--- src/rtl/exception_pkg.sv ---
// Shared definitions for the exception unit: FSM state encoding, cause codes,
// Status/Cause bit positions and the default handler entry address.
package exception_pkg;

    typedef enum logic [1:0] {
        ST_RUN     = 2'd0,
        ST_TAKEN   = 2'd1,
        ST_HANDLER = 2'd2
    } exc_state_e;

    localparam logic [3:0]  CAUSE_SW             = 4'd0;
    localparam int          IE_BIT               = 0;
    localparam int          DF_BIT               = 15;
    localparam logic [15:0] HANDLER_ADDR_DEFAULT = 16'h0010;

endpackage

--- src/rtl/irq_sync_edge.sv ---
// Two-flop synchronizer followed by a rising-edge detector for one interrupt line.
// Ports:
//   CLK     - system clock, rising edge
//   Reset   - asynchronous active-low reset
//   irq_i   - asynchronous, level-held interrupt request
//   pulse_o - one-cycle pulse on a synchronized rising edge
module irq_sync_edge (
    input  logic CLK,
    input  logic Reset,
    input  logic irq_i,
    output logic pulse_o
);

    logic sync1_q;
    logic sync2_q;
    logic prev_q;

    always_ff @(posedge CLK or negedge Reset) begin
        if (!Reset) begin
            sync1_q <= 1'b0;
            sync2_q <= 1'b0;
            prev_q  <= 1'b0;
        end else begin
            sync1_q <= irq_i;
            sync2_q <= sync1_q;
            prev_q  <= sync2_q;
        end
    end

    // High during the cycle the synchronized level first reads 1; the pending
    // latch in the parent captures it on the following edge (third edge overall).
    assign pulse_o = sync2_q & ~prev_q;

endmodule

--- src/rtl/exception_unit.sv ---
// Exception state for the 16-bit multicycle datapath: EPC, Cause and Status
// registers, pending-interrupt latch, and the RUN/TAKEN/HANDLER state machine.
// Ports:
//   CLK, Reset                 - clock and asynchronous active-low reset
//   PC                         - address captured into EPC
//   EPCWrite, CauseWrite       - control-unit strobes for entering a handler
//   IntCause                   - 0 = software exception, 1 = external interrupt
//   ERet                       - return from handler
//   StatusWrite, StatusIn      - software load of the Status register
//   IRQ                        - asynchronous level interrupt requests
//   IntPending                 - interrupt request to the control unit
//   InHandler                  - high whenever the FSM is not in RUN
//   EPC, Cause, Status         - architectural exception registers
//   HandlerAddr                - constant handler entry address for the PC mux
module exception_unit
    import exception_pkg::*;
#(
    parameter int               WIDTH        = 16,
    parameter int               NUM_IRQ      = 4,
    parameter logic [WIDTH-1:0] HANDLER_ADDR = HANDLER_ADDR_DEFAULT
) (
    input  logic               CLK,
    input  logic               Reset,
    input  logic [WIDTH-1:0]   PC,
    input  logic               EPCWrite,
    input  logic               CauseWrite,
    input  logic               IntCause,
    input  logic               ERet,
    input  logic               StatusWrite,
    input  logic [WIDTH-1:0]   StatusIn,
    input  logic [NUM_IRQ-1:0] IRQ,
    output logic               IntPending,
    output logic               InHandler,
    output logic [WIDTH-1:0]   EPC,
    output logic [WIDTH-1:0]   Cause,
    output logic [WIDTH-1:0]   Status,
    output logic [WIDTH-1:0]   HandlerAddr
);

    // Only IE plus one mask bit per IRQ line are implemented in Status.
    localparam logic [WIDTH-1:0] STATUS_MASK = WIDTH'((1 << (NUM_IRQ + 1)) - 1);

    exc_state_e         state_q, state_d;
    logic [WIDTH-1:0]   epc_q, epc_d;
    logic [WIDTH-1:0]   cause_q, cause_d;
    logic [WIDTH-1:0]   status_q, status_d;
    logic [NUM_IRQ-1:0] pend_q, pend_d;

    logic [NUM_IRQ-1:0] edge_pulse;
    logic [NUM_IRQ-1:0] mask;
    logic [NUM_IRQ-1:0] enabled;
    logic [NUM_IRQ-1:0] irq_sel;
    logic [3:0]         irq_code;
    logic               take;
    logic               dfault;
    logic               ret;

    genvar gi;
    generate
        for (gi = 0; gi < NUM_IRQ; gi++) begin : g_irq
            irq_sync_edge u_sync (
                .CLK     (CLK),
                .Reset   (Reset),
                .irq_i   (IRQ[gi]),
                .pulse_o (edge_pulse[gi])
            );
        end
    endgenerate

    assign mask    = status_q[NUM_IRQ:1];
    assign enabled = pend_q & mask;

    // Lowest-index enabled pending line wins; scanning downward lets the
    // lowest index overwrite any higher one.
    always_comb begin
        irq_code = CAUSE_SW;
        irq_sel  = '0;
        for (int i = NUM_IRQ - 1; i >= 0; i--) begin
            if (enabled[i]) begin
                irq_code   = 4'(i + 1);
                irq_sel    = '0;
                irq_sel[i] = 1'b1;
            end
        end
    end

    assign take   = CauseWrite && (state_q == ST_RUN);
    assign dfault = CauseWrite && (state_q != ST_RUN);
    // A CauseWrite in the same cycle is a double fault and suppresses the return.
    assign ret    = ERet && !CauseWrite && (state_q == ST_HANDLER);

    always_comb begin
        state_d  = state_q;
        epc_d    = epc_q;
        cause_d  = cause_q;
        status_d = status_q;

        // A fresh edge on a line being serviced this cycle keeps it pending.
        pend_d = (pend_q & ~((take && IntCause) ? irq_sel : '0)) | edge_pulse;

        unique case (state_q)
            ST_RUN:     if (take) state_d = ST_TAKEN;
            ST_TAKEN:   state_d = ST_HANDLER;
            ST_HANDLER: if (ret) state_d = ST_RUN;
            default:    state_d = ST_RUN;
        endcase

        if (EPCWrite && (state_q == ST_RUN)) begin
            epc_d = PC;
        end

        if (take) begin
            cause_d      = '0;
            cause_d[3:0] = IntCause ? irq_code : CAUSE_SW;
        end else if (dfault) begin
            cause_d[DF_BIT] = 1'b1;
        end

        // Entry/return override the IE bit written in the same cycle.
        if (StatusWrite) begin
            status_d = StatusIn & STATUS_MASK;
        end
        if (take) begin
            status_d[IE_BIT] = 1'b0;
        end else if (ret) begin
            status_d[IE_BIT] = 1'b1;
        end
    end

    always_ff @(posedge CLK or negedge Reset) begin
        if (!Reset) begin
            state_q  <= ST_RUN;
            epc_q    <= '0;
            cause_q  <= '0;
            status_q <= '0;
            pend_q   <= '0;
        end else begin
            state_q  <= state_d;
            epc_q    <= epc_d;
            cause_q  <= cause_d;
            status_q <= status_d;
            pend_q   <= pend_d;
        end
    end

    assign IntPending  = status_q[IE_BIT] & (|enabled) & (state_q == ST_RUN);
    assign InHandler   = (state_q != ST_RUN);
    assign EPC         = epc_q;
    assign Cause       = cause_q;
    assign Status      = status_q;
    assign HandlerAddr = HANDLER_ADDR;

endmodule

--- config.mk ---
export PLATFORM = sky130hd
export DESIGN_NAME = exception_unit
export DESIGN_NICKNAME = d
export VERILOG_FILES = /design/src/rtl/exception_pkg.sv /design/src/rtl/irq_sync_edge.sv /design/src/rtl/exception_unit.sv
export SDC_FILE = /design/constraint.sdc
export NUM_CORES = 1
export LEC_CHECK = 0
export BUFFER_PORTS_ARGS = -buffer_cell sky130_fd_sc_hd__buf_2
export CELL_PAD_IN_SITES_DETAIL_PLACEMENT = 1
export CELL_PAD_IN_SITES_GLOBAL_PLACEMENT = 1
export CORE_MARGIN = 4
export CORE_UTILIZATION = 25
export CTS_CLUSTER_SIZE = 28
export DETAILED_ROUTE_END_ITERATION = 12
export PLACE_DENSITY = 0.74
export SYNTH_ARGS = -nofsm -noshare
export SYNTH_HDL_FRONTEND = slang
export SYNTH_HIERARCHICAL = 1
export SYNTH_SLANG_ARGS = --single-unit
--- constraint.sdc ---
create_clock -name CLK -period 1.6 [get_ports CLK]
set_input_delay 0.24 -clock CLK [delete_from_list [all_inputs] [get_ports CLK]]
set_output_delay 0.24 -clock CLK [all_outputs]
set_load 0.01 [all_outputs]
Word level (Yosys, flattened, before mapping):

Cells that the tools add are included.

* bits in registers: 44
* input bits: 43
* logic and storage cells: 68

* equality and inequality tests: 4
* muxes and demuxes: 18
* bitwise logic cells: 14
* reductions and logical operators: 13

Operators by type and width (number)
* 4-bit two-way mux: 8
* 4-bit AND: 2
* 1-bit AND: 6
* 1-bit logical AND: 6
* 3-bit two-way mux: 2
* 2-bit one-hot mux with 3 select lines: 1
* 1-bit two-way mux: 5
* 2-bit two-way mux: 2
* 2-bit inequality test (second input constant): 2
* 1-bit inverter: 4
* 4-bit inverter: 1
* 4-bit OR: 1
* 2-bit nonzero test: 2
* 4-bit OR reduction: 1
* 3-bit nonzero test: 1
* 2-bit by 1-bit == test with 1-bit output (second input constant): 1
* 2-bit == test (second input constant): 1
* 2-bit logical NOT: 1
* 2-bit AND reduction: 1
* 1-bit logical NOT: 1

Depth between registers and ports, before layout:

* depth in word-level cells: 9
* depth in mapped cells: 5

Hierarchy:

Netlist, hierarchy kept.

Modules (own cells, without submodules)
* exception_unit: times used 1, cells each 134, area each 1602.8 um2, seq. area each 775.7 um2
* irq_sync_edge: times used 4, cells each 4, area each 88.8 um2, seq. area each 75.1 um2

Least setup slack after synthesis:

No wires, ideal clock.

* path kind: register -> register
* start: reg state_q[1]
* end: reg epc_q[0], in the netlist EPC[0]
* library setup time: 125 ps
* arrival time: 1228 ps
* data required time: 1475 ps
* path slack: 247 ps
* cell stages (with the launch flop): 6
* path buffers: 2
* period minus slack after synthesis: 1353 ps
* path through: dfrtp_1 -> nor2_2 -> and2_4 -> buf_6 -> buf_12 -> mux2_4

* cells in the longest elaborated chain, start to end: 2

RTL lines
* from (decl): RTL line exception_unit.sv:43 `exc_state_e state_q, state_d;`
* from (signal assigned): RTL line exception_unit.sv:138 `state_q <= state_d;`
* 2-bit logical NOT: RTL line exception_unit.sv:108 `if (EPCWrite && (state_q == ST_RUN)) begin`
* 1-bit logical AND: RTL line exception_unit.sv:108
* to (signal assigned): RTL line exception_unit.sv:139 `epc_q <= epc_d;`
* to (decl): RTL line exception_unit.sv:44 `logic [WIDTH-1:0] epc_q, epc_d;`

No other way between the ends.
A chain may end at the register's enable or synchronous reset.

Final worst setup path:

* start: reg state_q[0]
* end: reg epc_q[13], in the netlist EPC[13]

Same word-level chain as after synthesis.

==> summary.txt <==
GRT
  • Sum of overflow across all layers after global routing: 0
  • First-pass GRT wire length: 5710 µm
  • Pin count of the biggest net entering global routing: 44
  • Antenna violations before repair: 0
  • Number of global-route vias before repair: 1201
  • Total global routing track utilization: 8.02%

Setup path
  • Worst reg2reg path endpoint: EPC[13]
  • Worst endpoint required time: 1780 ps
  • Kind of cell adding the most delay to the critical path: simple AND/OR/NAND/NOR gates
  • R2r startpoint: state_q[0]
  • Critical path startpoint category: flop
  • Crit path depth: 4
  • Cells along the critical path: nor2_4, buf_4, and2_4, mux2_2
  • Crit path max fanout: 16
  • CP max stage delay: 440 ps
  • Reg2Reg Depth: 4
  • Standard cell with the maximum stage delay on the critical path: dfrtp_2
  • WS Path Type: flop to flop
  • Register-to-register setup slack: 90 ps
  • CP arrival: 1690 ps
  • Buffers plus inverters on the worst setup path: 1
  • Category of the worst setup path capture point: flop

Placement
  • Placement-stage cell area: 2200 µm²
  • Global placement routability congestion: 0.658
  • Sum of net half-perimeters after detailed placement: 2900 µm
  • I/O Buffers: 58
  • Post-Place Cells: 307
  • Pre-CTS worst setup slack: 129 ps

Pwr
  • Gate power share: 34.9%
  • Net switching power of the design: 0.00112 W
  • Clock network fraction of design power: 19.0%
  • Maximum ir drop on the vdd rail: 0.563 mV
  • Share of power burned in registers: 46.2%
  • Leakage Power: 1.16 nW
  • Switching share of total power: 32.2%
  • Internal power summed over all cells: 0.00236 W
  • Power Density: 1510 nW/µm²

Yosys
  • #FFs+latches synth: 43
  • Post-synthesis area per instance: 13.1 µm²
  • Number of distinct library cell variants in the gate-level netlist after synthesis: 26
  • Share of synthesized area occupied by flip-flops and latches: 55.0%
  • Post-synthesis instance area: 1960 µm²
  • Number of warning messages in the yosys log: 6
  • Post-synthesis instance total: 150

Timing
  • Time the worst path needs with I/O delays and setup: 1510 ps
  • Fin. Hold Viols: 0
  • Worst Max-Slew Pin Slew: 543 ps
  • Maximum operating frequency: 0.662 GHz
  • Worst slew margin relative to its limit: 63.8%
  • Total of endpoints with negative setup slack in the final report: 0
  • Count of pins over their slew limit: 0
  • Least setup slack across all paths after layout: 88.5 ps
  • Hold WS: 15.8 ps
  • Setup skew after layout: 7.47 ps
  • Final worst path period share: 94.5%

Floorplanning
  • Die area: 9310 µm²
  • Num rows: 32
  • Core outline area: 7690 µm²
  • Effective utilization at floorplan: 25.5%
  • # IOs: 109
  • Chip Width: 96.5 µm
  • Die height: 96.5 µm

Cells and area
  • Final non-filler cell area: 2310 µm²
  • Antenna cells: 0
  • Proportion of layout cells with a drive suffix above 1: 44.7%
  • Relative area change from synthesis to final layout: 17.8%
  • Total number of nets in the final design: 257
  • Fin cells: 317
  • Fin util: 30.0%

Drt
  • Drt first-iter violations: 21
  • Number of search-and-repair iterations in the first detailed-routing pass: 4
  • Per-cell via count in the routed design: 3.79
  • Antenna-violating nets left: 0
  • Via count: 1200
  • DRC Markers: 0
  • Wire per inst: 11.9 µm
  • Routed WL: 3780 µm

Clocking
  • Clk sinks: 43
  • Number of levels in the clock H-tree: 2
  • Number of buffers added by the clock tree synthesis step: 5
  • Clock Path Buffers: 2
  • Clock Latency Late Sink: 290 ps
  • Clk slew on worst S/H paths: 80 ps
  • Clock Root Buffer: clkbuf_8
  • TritonCTS clock tree: yes

Job
  • Reported max-cap violation count: 0

Status
  • Run status: complete, no violations

Min path
  • Hold WC Path Type: primary input to async pin
Yosys cell counts:
library cell,number,area share [%]
nand2b_1,1,0.32
conb_1,2,0.38
buf_4,39,15
a22oi_1,1,0.38
nor2_2,1,0.32
nor2_1,6,1.2
buf_6,1,0.58
dfrtp_1,43,55
o2bb2ai_1,4,1.8
a31oi_1,2,0.64
nand2_1,6,1.2
mux2_4,10,7.7
a21o_1,1,0.38
and3_1,1,0.32
a41oi_1,1,0.45
nand3_1,3,0.77
nor2b_4,4,2.8
inv_1,5,0.96
a32oi_1,1,0.45
and4b_1,1,0.51
mux2_2,11,6.3
buf_12,1,1.0
o21ai_0,1,0.26
and2_4,1,0.45
a21oi_1,2,0.51
mux2i_1,1,0.51
power by group through the flow:
stage | Combinational [W] | Sequential (W) | Clock [W]
2_1_floorplan | 0.000715 | 0.00173 | 0
3_3_place_gp | 0.00116 | 0.00161 | 0
3_5_place_dp | 0.00120 | 0.00161 | 0
4_1_cts | 0.00120 | 0.00161 | 0.000699
5_1_grt | 0.00133 | 0.00166 | 0.000740
6_report | 0.00121 | 0.00160 | 0.000660
metrics by stage:
stage | TNS [ps] | total power (W)
final | 0 | 0.00348
after global routing | -1.80 | 0.00373
after CTS | 0 | 0.00350
after detailed placement | 0 | 0.00281
after global placement | 0 | 0.00277
after floorplan | 0 | 0.00244
worst reg2reg max path, delay by kind of cell, from the launching register on:
family / cells / cell delay (ps)
simple gates: 2 / 450
mux: 1 / 390
flops: 1 / 440
buf+inv: 1 / 130
cells by family after synthesis:
kind of cell,share of synthesized area [%]
buffers and inverters,17.5
DFF,55.0
and+or+nand+nor,7.80
muxes,14.5
AOI/OAI and AO/OA,4.86
other,0.384
flip-flops by register name, indices dropped and copies added (netlist names):
name,cells
EPC,16
Cause,4
g_irq.u_sync/sync2_q,4
Status,5
pend_q,4
state_q,2
g_irq.u_sync/prev_q,4
g_irq.u_sync/sync1_q,4
layout by cell type (no fill, tap or decap), drive strengths merged, types with 3 or more instances in the layout:
cell type,netlist,routed
nand2,6,6
mux2,21,21
conb,2,39
buf,41,61
nor2,7,7
o2bb2ai,4,4
nand3,3,3
dfrtp,43,43
clkbuf,0,7
nor2b,4,4
inv,5,5
routing by layer:
layer	track usage, %	part of all wire [%]	vias to the layer above
met5	0	0	-
met4	2.10	0.56	0
met3	2.87	9.1	5
met2	12.7	49	62
met1	10.4	41	584
li1	-	-	549
final cells by class:
cell class,count,area [µm²]
well taps,102,128
flip-flops and latches,43,1080
clock inverters,1,5.00
fillers,908,5380
repair buffers,61,313
clock buffers,7,76.3
multi-input cells,98,688
inverters,5,18.8
how the worst max path moves through the flow:
stage                  to  slack, ps       start
2_1_floorplan      EPC[0]        250  state_q[1]
3_3_place_gp      EPC[10]        170  state_q[1]
3_5_place_dp      EPC[13]        130  state_q[0]
4_1_cts        IntPending          3  state_q[0]
5_1_grt        IntPending         -2  state_q[0]
6_report          EPC[13]         90  state_q[0]
repair_timing:
action | 4_1_cts | 5_1_grt
pin swaps | 0 | 1
setup endpoints to repair | 1 | 2
hold buffers | 0 | 0
gates resized for setup | 1 | 2
buffers inserted | 0 | 2
hold endpoints to repair | 0 | 0
(Power assumes the default switching activity.)
